[src/rtl/mouse_pos_tracker.sv]
// PS/2 mouse packet assembler: turns 3-byte packets into a clamped absolute screen position.
// Define MOUSE_WRAP_EN to make the position wrap at the screen edges instead of saturating.
module mouse_pos_tracker #(
    parameter int unsigned X_MAX   = 799,
    parameter int unsigned Y_MAX   = 599,
    parameter int unsigned X_INIT  = 400,
    parameter int unsigned Y_INIT  = 300,
    parameter int unsigned TIMEOUT = 65000
) (
    input  logic        clk,
    input  logic        rst,
    input  logic [7:0]  rx_data,
    input  logic        rx_valid,
    output logic [11:0] xpos,
    output logic [11:0] ypos,
    output logic        left,
    output logic        right,
    output logic        pos_valid,
    output logic        sync_err
);

    localparam int unsigned CNT_W = $clog2(TIMEOUT + 1);
    localparam logic [CNT_W-1:0] TO_VAL = CNT_W'(TIMEOUT);
    localparam logic signed [12:0] XMAX_S = 13'(X_MAX);
    localparam logic signed [12:0] YMAX_S = 13'(Y_MAX);
`ifdef MOUSE_WRAP_EN
    localparam logic signed [12:0] XSPAN = 13'(X_MAX + 1);
    localparam logic signed [12:0] YSPAN = 13'(Y_MAX + 1);
`endif

    typedef enum logic [1:0] {StWaitB0, StWaitB1, StWaitB2, StUpdate} state_e;

    state_e            state_q, state_d;
    // Header bits kept: {Y ovf, X ovf, Y sign, X sign, R, L}
    logic [5:0]        hdr_q, hdr_d;
    logic [7:0]        b1_q, b1_d, b2_q, b2_d;
    logic [CNT_W-1:0]  cnt_q, cnt_d;
    logic [11:0]       xpos_q, xpos_d, ypos_q, ypos_d;
    logic              left_q, left_d, right_q, right_d;
    logic              pos_valid_q, pos_valid_d, sync_err_q, sync_err_d;

    logic signed [12:0] dx, dy, nx, ny;
    logic [11:0]        nx_fix, ny_fix;

    assign dx = hdr_q[4] ? 13'sd0 : {{5{hdr_q[2]}}, b1_q};
    assign dy = hdr_q[5] ? 13'sd0 : {{5{hdr_q[3]}}, b2_q};
    // PS/2 Y grows upward, screen Y grows downward
    assign nx = $signed({1'b0, xpos_q}) + dx;
    assign ny = $signed({1'b0, ypos_q}) - dy;

    always_comb begin
        nx_fix = 12'(nx);
        ny_fix = 12'(ny);
`ifdef MOUSE_WRAP_EN
        if (nx < 0)           nx_fix = 12'(nx + XSPAN);
        else if (nx > XMAX_S) nx_fix = 12'(nx - XSPAN);
        if (ny < 0)           ny_fix = 12'(ny + YSPAN);
        else if (ny > YMAX_S) ny_fix = 12'(ny - YSPAN);
`else
        if (nx < 0)           nx_fix = '0;
        else if (nx > XMAX_S) nx_fix = 12'(X_MAX);
        if (ny < 0)           ny_fix = '0;
        else if (ny > YMAX_S) ny_fix = 12'(Y_MAX);
`endif
    end

    always_comb begin
        state_d     = state_q;
        hdr_d       = hdr_q;
        b1_d        = b1_q;
        b2_d        = b2_q;
        cnt_d       = cnt_q;
        xpos_d      = xpos_q;
        ypos_d      = ypos_q;
        left_d      = left_q;
        right_d     = right_q;
        pos_valid_d = 1'b0;
        sync_err_d  = 1'b0;
        unique case (state_q)
            StWaitB0: begin
                cnt_d = '0;
                if (rx_valid) begin
                    if (rx_data[3]) begin
                        hdr_d   = {rx_data[7:4], rx_data[1:0]};
                        state_d = StWaitB1;
                    end else begin
                        sync_err_d = 1'b1;
                    end
                end
            end
            StWaitB1, StWaitB2: begin
                // Timeout takes priority over a coincident byte
                if (cnt_q == TO_VAL) begin
                    state_d    = StWaitB0;
                    sync_err_d = 1'b1;
                    cnt_d      = '0;
                end else if (rx_valid) begin
                    cnt_d = '0;
                    if (state_q == StWaitB1) begin
                        b1_d    = rx_data;
                        state_d = StWaitB2;
                    end else begin
                        b2_d    = rx_data;
                        state_d = StUpdate;
                    end
                end else begin
                    cnt_d = cnt_q + 1'b1;
                end
            end
            StUpdate: begin
                xpos_d      = nx_fix;
                ypos_d      = ny_fix;
                left_d      = hdr_q[0];
                right_d     = hdr_q[1];
                pos_valid_d = 1'b1;
                state_d     = StWaitB0;
            end
            default: state_d = StWaitB0;
        endcase
    end

    always_ff @(posedge clk) begin
        if (rst) begin
            state_q     <= StWaitB0;
            hdr_q       <= '0;
            b1_q        <= '0;
            b2_q        <= '0;
            cnt_q       <= '0;
            xpos_q      <= 12'(X_INIT);
            ypos_q      <= 12'(Y_INIT);
            left_q      <= 1'b0;
            right_q     <= 1'b0;
            pos_valid_q <= 1'b0;
            sync_err_q  <= 1'b0;
        end else begin
            state_q     <= state_d;
            hdr_q       <= hdr_d;
            b1_q        <= b1_d;
            b2_q        <= b2_d;
            cnt_q       <= cnt_d;
            xpos_q      <= xpos_d;
            ypos_q      <= ypos_d;
            left_q      <= left_d;
            right_q     <= right_d;
            pos_valid_q <= pos_valid_d;
            sync_err_q  <= sync_err_d;
        end
    end

    assign xpos      = xpos_q;
    assign ypos      = ypos_q;
    assign left      = left_q;
    assign right     = right_q;
    assign pos_valid = pos_valid_q;
    assign sync_err  = sync_err_q;

endmodule
[config.mk]
export PLATFORM = sky130hd
export DESIGN_NAME = mouse_pos_tracker
export DESIGN_NICKNAME = d
export VERILOG_FILES = /design/src/rtl/mouse_pos_tracker.sv
export SDC_FILE = /design/constraint.sdc
export NUM_CORES = 1
export LEC_CHECK = 0
export CAP_MARGIN = 40
export CORE_AREA = 5 5 133 135
export CTS_BUF_LIST = sky130_fd_sc_hd__clkbuf_4 sky130_fd_sc_hd__clkbuf_8 sky130_fd_sc_hd__clkbuf_16
export DETAILED_ROUTE_END_ITERATION = 6
export DIE_AREA = 0 0 138 140
export PLACE_DENSITY = 0.51
export SLEW_MARGIN = 5
export SYNTH_ARGS = -nofsm -noshare
export SYNTH_HDL_FRONTEND = slang
export SYNTH_SLANG_ARGS = --single-unit
[constraint.sdc]
create_clock -name clk -period 6.7 [get_ports clk]
set_input_delay 0.67 -clock clk [delete_from_list [all_inputs] [get_ports clk]]
set_output_delay 0.67 -clock clk [all_outputs]
set_load 0.02 [all_outputs]
-- After elaboration in Yosys (flattened, before gate mapping)
Cells that the tools add are included.
- bits in registers: 68
- input bits: 11
- output and inout port bits: 28
- word-level logic and storage cells: 54
- add/sub/neg operators: 3
- magnitude comparators: 4
- eq/ne operators: 7
- muxes and demuxes: 20
- bitwise gates (word level): 2
- reductions and logical operators: 7
- operators with widths (cell ; number):
    $mux W12 ; 4
    $mux W16 ; 2
    $pmux W16 S2 ; 1
    $gt A13 B11 Y1 const B ; 2
    $lt A13 B1 Y1 const B ; 2
    $mux W13 ; 2
    $add A16 B1 Y16 const B ; 1
    $eq A16 B16 Y1 const B ; 1
    $add A13 B13 Y13 ; 1
    $sub A13 B13 Y13 ; 1
    $mux W2 ; 4
    $reduce_and A4 Y1 ; 2
    $pmux W2 S3 ; 1
    $reduce_and A3 Y1 ; 2
    $mux W1 ; 5
    $eq A2 B2 Y1 const B ; 2
    $ne A2 B2 Y1 const B ; 2
    $ne A3 B3 Y1 const B ; 1
    $eq A2 B1 Y1 const B ; 1
    $logic_not A2 Y1 ; 1
    $not A1 Y1 ; 2
    $pmux W1 S2 ; 1
    $reduce_bool A2 Y1 ; 1
    $reduce_or A2 Y1 ; 1

-- Longest topological paths before layout
Gate-level depths: netlist of the first run.
- depth after elaboration: 5
- depth in mapped cells: 12
- mapped depth without buffers: 12

-- Worst setup path after synthesis of the first run
No wires, ideal clock.
- kind: reg2reg
- start point: register hdr_q[4]
- end point: register xpos_q[5] (netlist: xpos[5])
- library setup time: 117 ps
- arrival time: 2541 ps
- data required time: 6583 ps
- setup slack: 4042 ps
- stages on the path, launching flop included: 12
- period minus slack after synthesis: 2658 ps
- path through: dfxtp_1 -> nand2b_1 -> inv_1 -> ha_1 -> a21oi_1 -> o211ai_2 -> o41ai_1 -> xnor2_1 -> a211oi_2 -> o311a_2 -> and2_1 -> a22o_1
- cells in the longest elaborated chain, start to end: 5
- elaborated cells on any way between the ends: 6
- classes of those cells: add/sub: 1; order compare: 2; mux: 3
- RTL lines (item ; line ; text):
    from (decl) ; 35 ; logic [5:0] hdr_q, hdr_d;
    from (signal assigned) ; 137 ; hdr_q <= hdr_d;
    $mux W13 * ; 45 ; assign dx = hdr_q[4] ? 13'sd0 : {{5{hdr_q[2]}}, b1_q};
    $add A13 B13 Y13 * ; 48 ; assign nx = $signed({1'b0, xpos_q}) + dx;
    $gt A13 B11 Y1 ; 61 ; else if (nx > XMAX_S) nx_fix = 12'(X_MAX);
    $mux W12 ; 61 ;
    $mux W12 * ; 60 ; if (nx < 0) nx_fix = '0;
    to (signal assigned) ; 129 ; xpos_q <= 12'(X_INIT);
    to (signal assigned) ; 141 ; xpos_q <= xpos_d;
    to (decl) ; 38 ; logic [11:0] xpos_q, xpos_d, ypos_q, ypos_d;
Every way passes the cells marked *; elsewhere a longest branch is shown, timed or not.
A chain may end at the register's enable or synchronous reset.

-- Final worst setup path of the first run
- start point: register hdr_q[4]
- end point: register xpos_q[0] (netlist: xpos[0])
Same word-level chain as after synthesis.

==> results of run 1 <==
cells by family (layout without fill, tap and decap cells):
logic type | after synthesis | in the layout | synth area share, %
DFF | 68 | 68 | 34.1
xor gates and xnor gates | 28 | 28 | 6.14
buffers and inverters | 31 | 75 | 3.32
adders and majority gates | 30 | 30 | 9.77
AOI/OAI and AO/OA | 92 | 92 | 17.9
and+or+nand+nor | 173 | 173 | 22.0
muxes | 27 | 27 | 6.76
worst register-to-register path, stage by stage, from the launching register on:
cell     delay (ps)
dfxtp_1         390
nor2b_1         160
ha_1            190
inv_1            50
fa_1            430
nor2b_4         140
o31a_1          190
o21ai_2         120
o31a_1          300
o22ai_1         360
nor3_2          170
nor2b_1         190
a221o_1         260
routing by layer:
layer	vias to the layer above	share of wire, %	global-route usage (%)
met5	-	0	0
met4	0	1.4	5.25
met3	10	3.4	1.43
met2	62	46	16.4
met1	1537	50	13.6
li1	1698	-	-
stage by stage:
stage / util, % / total power (uW) / hold slack [ps] / worst slack, ps
final: 29.9 / 1330 / 472 / 3630
after global routing: 29.9 / 1410 / 509 / 3360
after CTS: 29.9 / 1340 / 476 / 3640
after detailed placement: 28.2 / 888 / 468 / 3660
after global placement: 28.2 / 887 / 472 / 3670
after floorplan: - / 789 / 452 / 4040
area by class of cell:
class	count	area, sq um	area share, %
Tap cell	220	275	5.63
Timing Repair Buffer	40	395	8.09
Clock buffer	13	268	5.48
Inverter	20	75.1	1.54
Sequential cell	68	1360	27.9
Multi-Input combinational cell	350	2500	51.2
Clock inverter	2	10.0	0.205
flip-flops by register name, summed over array words and instances (netlist names), 2 cells and up:
signal and cells:
cnt_q 16, state_q 2, b2_q 8, hdr_q 6, xpos 12, ypos 12, b1_q 8
how the worst min path moves through the flow:
| stage | from | end | slack [ps] |
|---|---|---|---|
| floorplan | b1_q[0] | b1_q[0] | 450 |
| global placement | b1_q[6] | b1_q[6] | 470 |
| detailed placement | ypos[0] | ypos[0] | 470 |
| CTS | ypos[0] | ypos[0] | 480 |
| global route | cnt_q[15] | cnt_q[15] | 510 |
| finish | ypos[0] | ypos[0] | 470 |
report_power, final:
part           internal (uW)  leakage, uW  switching, uW  total, uW
Sequential               434     0.000551           26.0        460
Clock                    276     0.000142            168        444
Combinational            177      0.00117            245        423
Total                    887      0.00187            439       1330
cells in the final DEF (no fill, tap or decap), types with 6 or more instances in the layout:
master           synthesis  layout
a21oi_1                 15      15
inv_1                   17      17
nand2_1                 33      33
xor2_1                  13      13
nor3_1                   8       8
xnor2_1                 15      15
ha_1                    28      28
nand2b_1                13      13
and2_1                   8       8
nor2b_1                 13      13
clkdlybuf4s50_1          0      38
mux2i_1                 27      27
dfxtp_1                 68      68
o21ai_0                  9       9
clkbuf_16                0       9
o21ai_1                  8       8
o41ai_1                  6       6
nor2_1                  56      56
nand3_1                  9       9
==> impl_metrics.json, run 1 <==
{
  "cp_slowest_cell": "fa_1",
  "grt_pass1_wl_mm": 16.4,
  "max_slew_margin_pct": 45.6,
  "final_antenna_net_count": 0,
  "ys_seq_elements": 68,
  "ff2ff_path_depth": 12,
  "coreArea_sq_um": 16300,
  "timing_hold_violations_final": 0,
  "cts-buffers-inserted": 9,
  "dp_cells": 698,
  "io_buffers": 38,
  "synth-edff-count": 0,
  "finalSetupViolCount": 0,
  "required_ps": 6910,
  "regToRegEndpoint": "xpos[0]",
  "critPathTopFamily": "compound AO/OA/AOI/OAI gates",
  "r2r_start": "hdr_q[4]",
  "postCtsSetupRepairBufs": 0,
  "worstSetupEndpointType": "flip-flop",
  "path_depth": 12,
  "cts_root_buf": "clkbuf_16",
  "yosysUniqueCellTypes": 71,
  "synthesis.nets": 490,
  "cts_resized": 0,
  "dieArea_sq_um": 19300,
  "peakVddDrop_mv": 0.115,
  "critPathKind": "reg -> reg",
  "synth_top_flop_cell": "dfxtp_1",
  "grt_usage_pct": 10.3,
  "drt_first_pass_iters": 4,
  "syn_avg_cell_area_sq_um": 8.90,
  "synth.most_common_cell": "dfxtp_1",
  "n_fill_cell": 1757,
  "placed_area_sq_um": 4610,
  "status": "finished, final reports clean",
  "htree_num_levels": 3,
  "critPathArrivalTime_ps": 3280,
  "async_reset_ff_share_pct": 0,
  "grt_pass1_vias": 3271,
  "tns_ps": 0,
  "synth_seq_area_share_pct": 34.1,
  "avgRoutedWirePerCell_um": 13.8,
  "p_leak_uw": 0.00187,
  "power.density_nw_per_um2": 271,
  "die_h_um": 140,
  "nNetsFinal": 530,
  "grt_antenna_before_repair": 0,
  "fin_cells": 713,
  "cts_tree": "built",
  "initial_utilization_pct": 24.4,
  "drt_iter0_drc": 212,
  "diodes": 0,
  "cts.sink_count": 68,
  "skew_ps": 5.11,
  "endpoint": "xpos[0]",
  "area_growth_pct": 22.3,
  "drv_slew": 0,
  "clk_pin_slew_worst_paths_ps": 60,
  "worst_pin_slew_ps": 812,
  "hpwl_mm": 7.46,
  "clock_latency_ps": 330,
  "worstHoldPathType": "reg -> reg",
  "drt_wl_total_mm": 9.82,
  "drc": 0,
  "period_share_pct": 45.9,
  "synth_top_cells_by_area": "dfxtp_1 (34%), ha_1 (8.8%), mux2i_1 (6.8%)",
  "critPathMaxStageDelay_ps": 430,
  "rrSetupSlack_ps": 3630,
  "drive_above_1_share_pct": 7.51,
  "yosysWarnings": 0,
  "crit_fanout": 10,
  "crit_path_start": "hdr_q[4]",
  "start_kind": "flip-flop",
  "die_w_um": 138,
  "grt-ovfl-total": 0,
  "crit_buf_inv": 1,
  "viasPerCell": 4.64,
  "synth_top_area_share_pct": 34.1,
  "grt_max_degree": 40,
  "maxCapViolations": 0,
  "cts_hold_buf": 0,
  "max-clock-path-buffers": 2,
  "synth_commonest_cells": "dfxtp_1 (68), nor2_1 (56), nand2_1 (33)",
  "rsz0062_at_grt": "false",
  "syn_area_sq_um": 4000,
  "finalCriticalPeriod_ps": 3070,
  "io_pins": 39,
  "placement_rows": 47,
  "yosysTopAreaCell": "dfxtp_1",
  "synth_cells": 449,
  "finalInstanceArea_sq_um": 4890,
  "globalplace.congestion": 0.830,
  "cp_cell_sequence": "nor2b_1 -> ha_1 -> inv_1 -> fa_1 -> nor2b_4 -> o31a_1 -> o21ai_2 -> o31a_1 -> o22ai_1 -> nor3_2 -> nor2b_1 -> a221o_1",
  "vias": 3307,
  "max_freq_mhz": 325,
  "min_path_cells": 2
}
No activity file was read; power rests on OpenSTA's default activity.
==> inputs of run 2 (changes only) <==
- clock period: 6.7 -> 3 ns (I/O delays scaled with it)
==> run 2 against run 1 <==
Effect of this change: worst setup slack got worse by 3500 ps; non-clock buffer count rose by 7; critical path type unchanged; critical path depth did not move; combinational power rose by 130%; maximum frequency rose by 7.7%; design area rose by 3.4%; highest routed layer unchanged; global-route usage rose by 0.38 points; first-iteration DRC count fell by 16%; via count rose by 0.57%; cell count rose by 1.1%.
==> impl_metrics.json, run 2 (same netlist as run 1, synthesis figures left out) <==
{
  "maxCapViolations": 0,
  "critPathArrivalTime_ps": 3080,
  "initial_utilization_pct": 24.4,
  "hold_ws_ps": 466,
  "largest_reg_flops": 16,
  "period_share_pct": 95.1,
  "placement_rows": 47,
  "globalplace.congestion": 0.794,
  "viasPerCell": 4.61,
  "p_leak_uw": 0.00194,
  "drt_first_pass_iters": 4,
  "cts-buffers-inserted": 9,
  "crit_fanout": 5,
  "max_slew_margin_pct": 45.4,
  "dp_cells": 705,
  "required_ps": 3220,
  "avgRoutedWirePerCell_um": 13.9,
  "cts_root_buf": "clkbuf_16",
  "vias": 3326,
  "coreArea_sq_um": 16300,
  "dieArea_sq_um": 19300,
  "drive_above_1_share_pct": 10.2,
  "grt_antenna_before_repair": 0,
  "diodes": 0,
  "drc": 0,
  "clock_latency_ps": 330,
  "worstHoldPathType": "reg -> reg",
  "status": "finished, final reports clean",
  "grt-ovfl-total": 0,
  "postCtsSetupRepairBufs": 0,
  "finalCriticalPeriod_ps": 2850,
  "max_freq_mhz": 350,
  "timing_hold_violations_final": 0,
  "drt_wl_total_mm": 10.0,
  "grt_max_degree": 27,
  "peakVddDrop_mv": 0.215,
  "grt_pass1_vias": 3337,
  "worst_pin_slew_ps": 814,
  "layout_commonest_cell": "dfxtp_1",
  "io_pins": 39,
  "start_kind": "flip-flop",
  "io_buffers": 38,
  "final_cell_mix": "dfxtp_1 (67), nor2_1 (56), clkdlybuf4s50_1 (38)",
  "clk_pin_slew_worst_paths_ps": 60,
  "grt_usage_pct": 10.7,
  "post-place-ws_ps": 103,
  "finalSetupViolCount": 0,
  "grt_pass1_wl_mm": 16.9,
  "regMostFlops": "cnt_q",
  "die_w_um": 138,
  "die_h_um": 140,
  "cts.sink_count": 68,
  "hpwl_mm": 7.75,
  "fin_ws_ps": 147,
  "drv_slew": 0,
  "area_growth_pct": 26.4,
  "rrSetupSlack_ps": 150,
  "power.density_nw_per_um2": 639,
  "fin_cells": 721,
  "skew_ps": 6.63,
  "final_antenna_net_count": 0,
  "worstSetupEndpointType": "flip-flop",
  "nNetsFinal": 537,
  "drt_iter0_drc": 178,
  "critPathKind": "reg -> reg",
  "cts_tree": "built",
  "max-clock-path-buffers": 2,
  "htree_num_levels": 3
}
-- run 2: cell types whose count changed in the layout (fill, tap and decap cells not counted), sizes merged --
cell      delta
buf          +7
clkbuf       -4
bufinv       +3
clkinvlp     +2
-- run 2: final timing paths --
path,start,to,cells past startpoint
max reg2reg,hdr_q[4],xpos[3],12
max,hdr_q[4],xpos[3],12
min reg2reg,ypos[0],ypos[0],2
min,ypos[0],ypos[0],2
-- run 2: layer usage --
metal	global-route usage, %	part of all wire (%)
met5	0	0
met3	2.01	4.2
met1	14.2	48
met2	16.4	45
met4	5.51	2.8
-- run 2: what timing repair did --
item / CTS / global route
endpoints found under the hold margin: 0 / 0
resized for setup: 0 / 8
hold buffers: 0 / 0
endpoints found under the setup margin: 0 / 16
-- run 2: layout make-up --
| type | count | area, sq um |
|---|---|---|
| clock inverters | 7 | 115 |
| flip-flops and latches | 68 | 1360 |
| repair buffers | 47 | 448 |
| well taps | 220 | 275 |
| clock buffers | 9 | 225 |
| inverters | 20 | 75.1 |
| fillers | 1748 | 11300 |
| multi-input cells | 350 | 2550 |
-- run 2: power by group --
group | internal [uW] | switching [uW]
combinational | 420 | 558
sequential | 969 | 59.3
clock | 809 | 412
total | 2200 | 1030
-- run 2: critical path: stages (launching register included) --
cell	delay, ps
dfxtp_1	380
nor2b_1	70
ha_1	210
inv_1	80
fa_1	250
nor2b_4	60
o31a_1	290
o21ai_2	250
mux2i_1	260
xor2_1	280
o311a_4	290
nor2b_1	80
a221o_1	260
-- run 2: metrics by stage --
stage	utilization, %	power, uW	TNS (ps)	cell area [sq um]
detailed placement	28.5	2000	0	4660
floorplan	-	1760	0	4000
global placement	28.5	1990	0	4660
global route	30.9	3410	-39.8	5050
CTS	30.6	3230	0	5000
finish	30.9	3230	0	5050
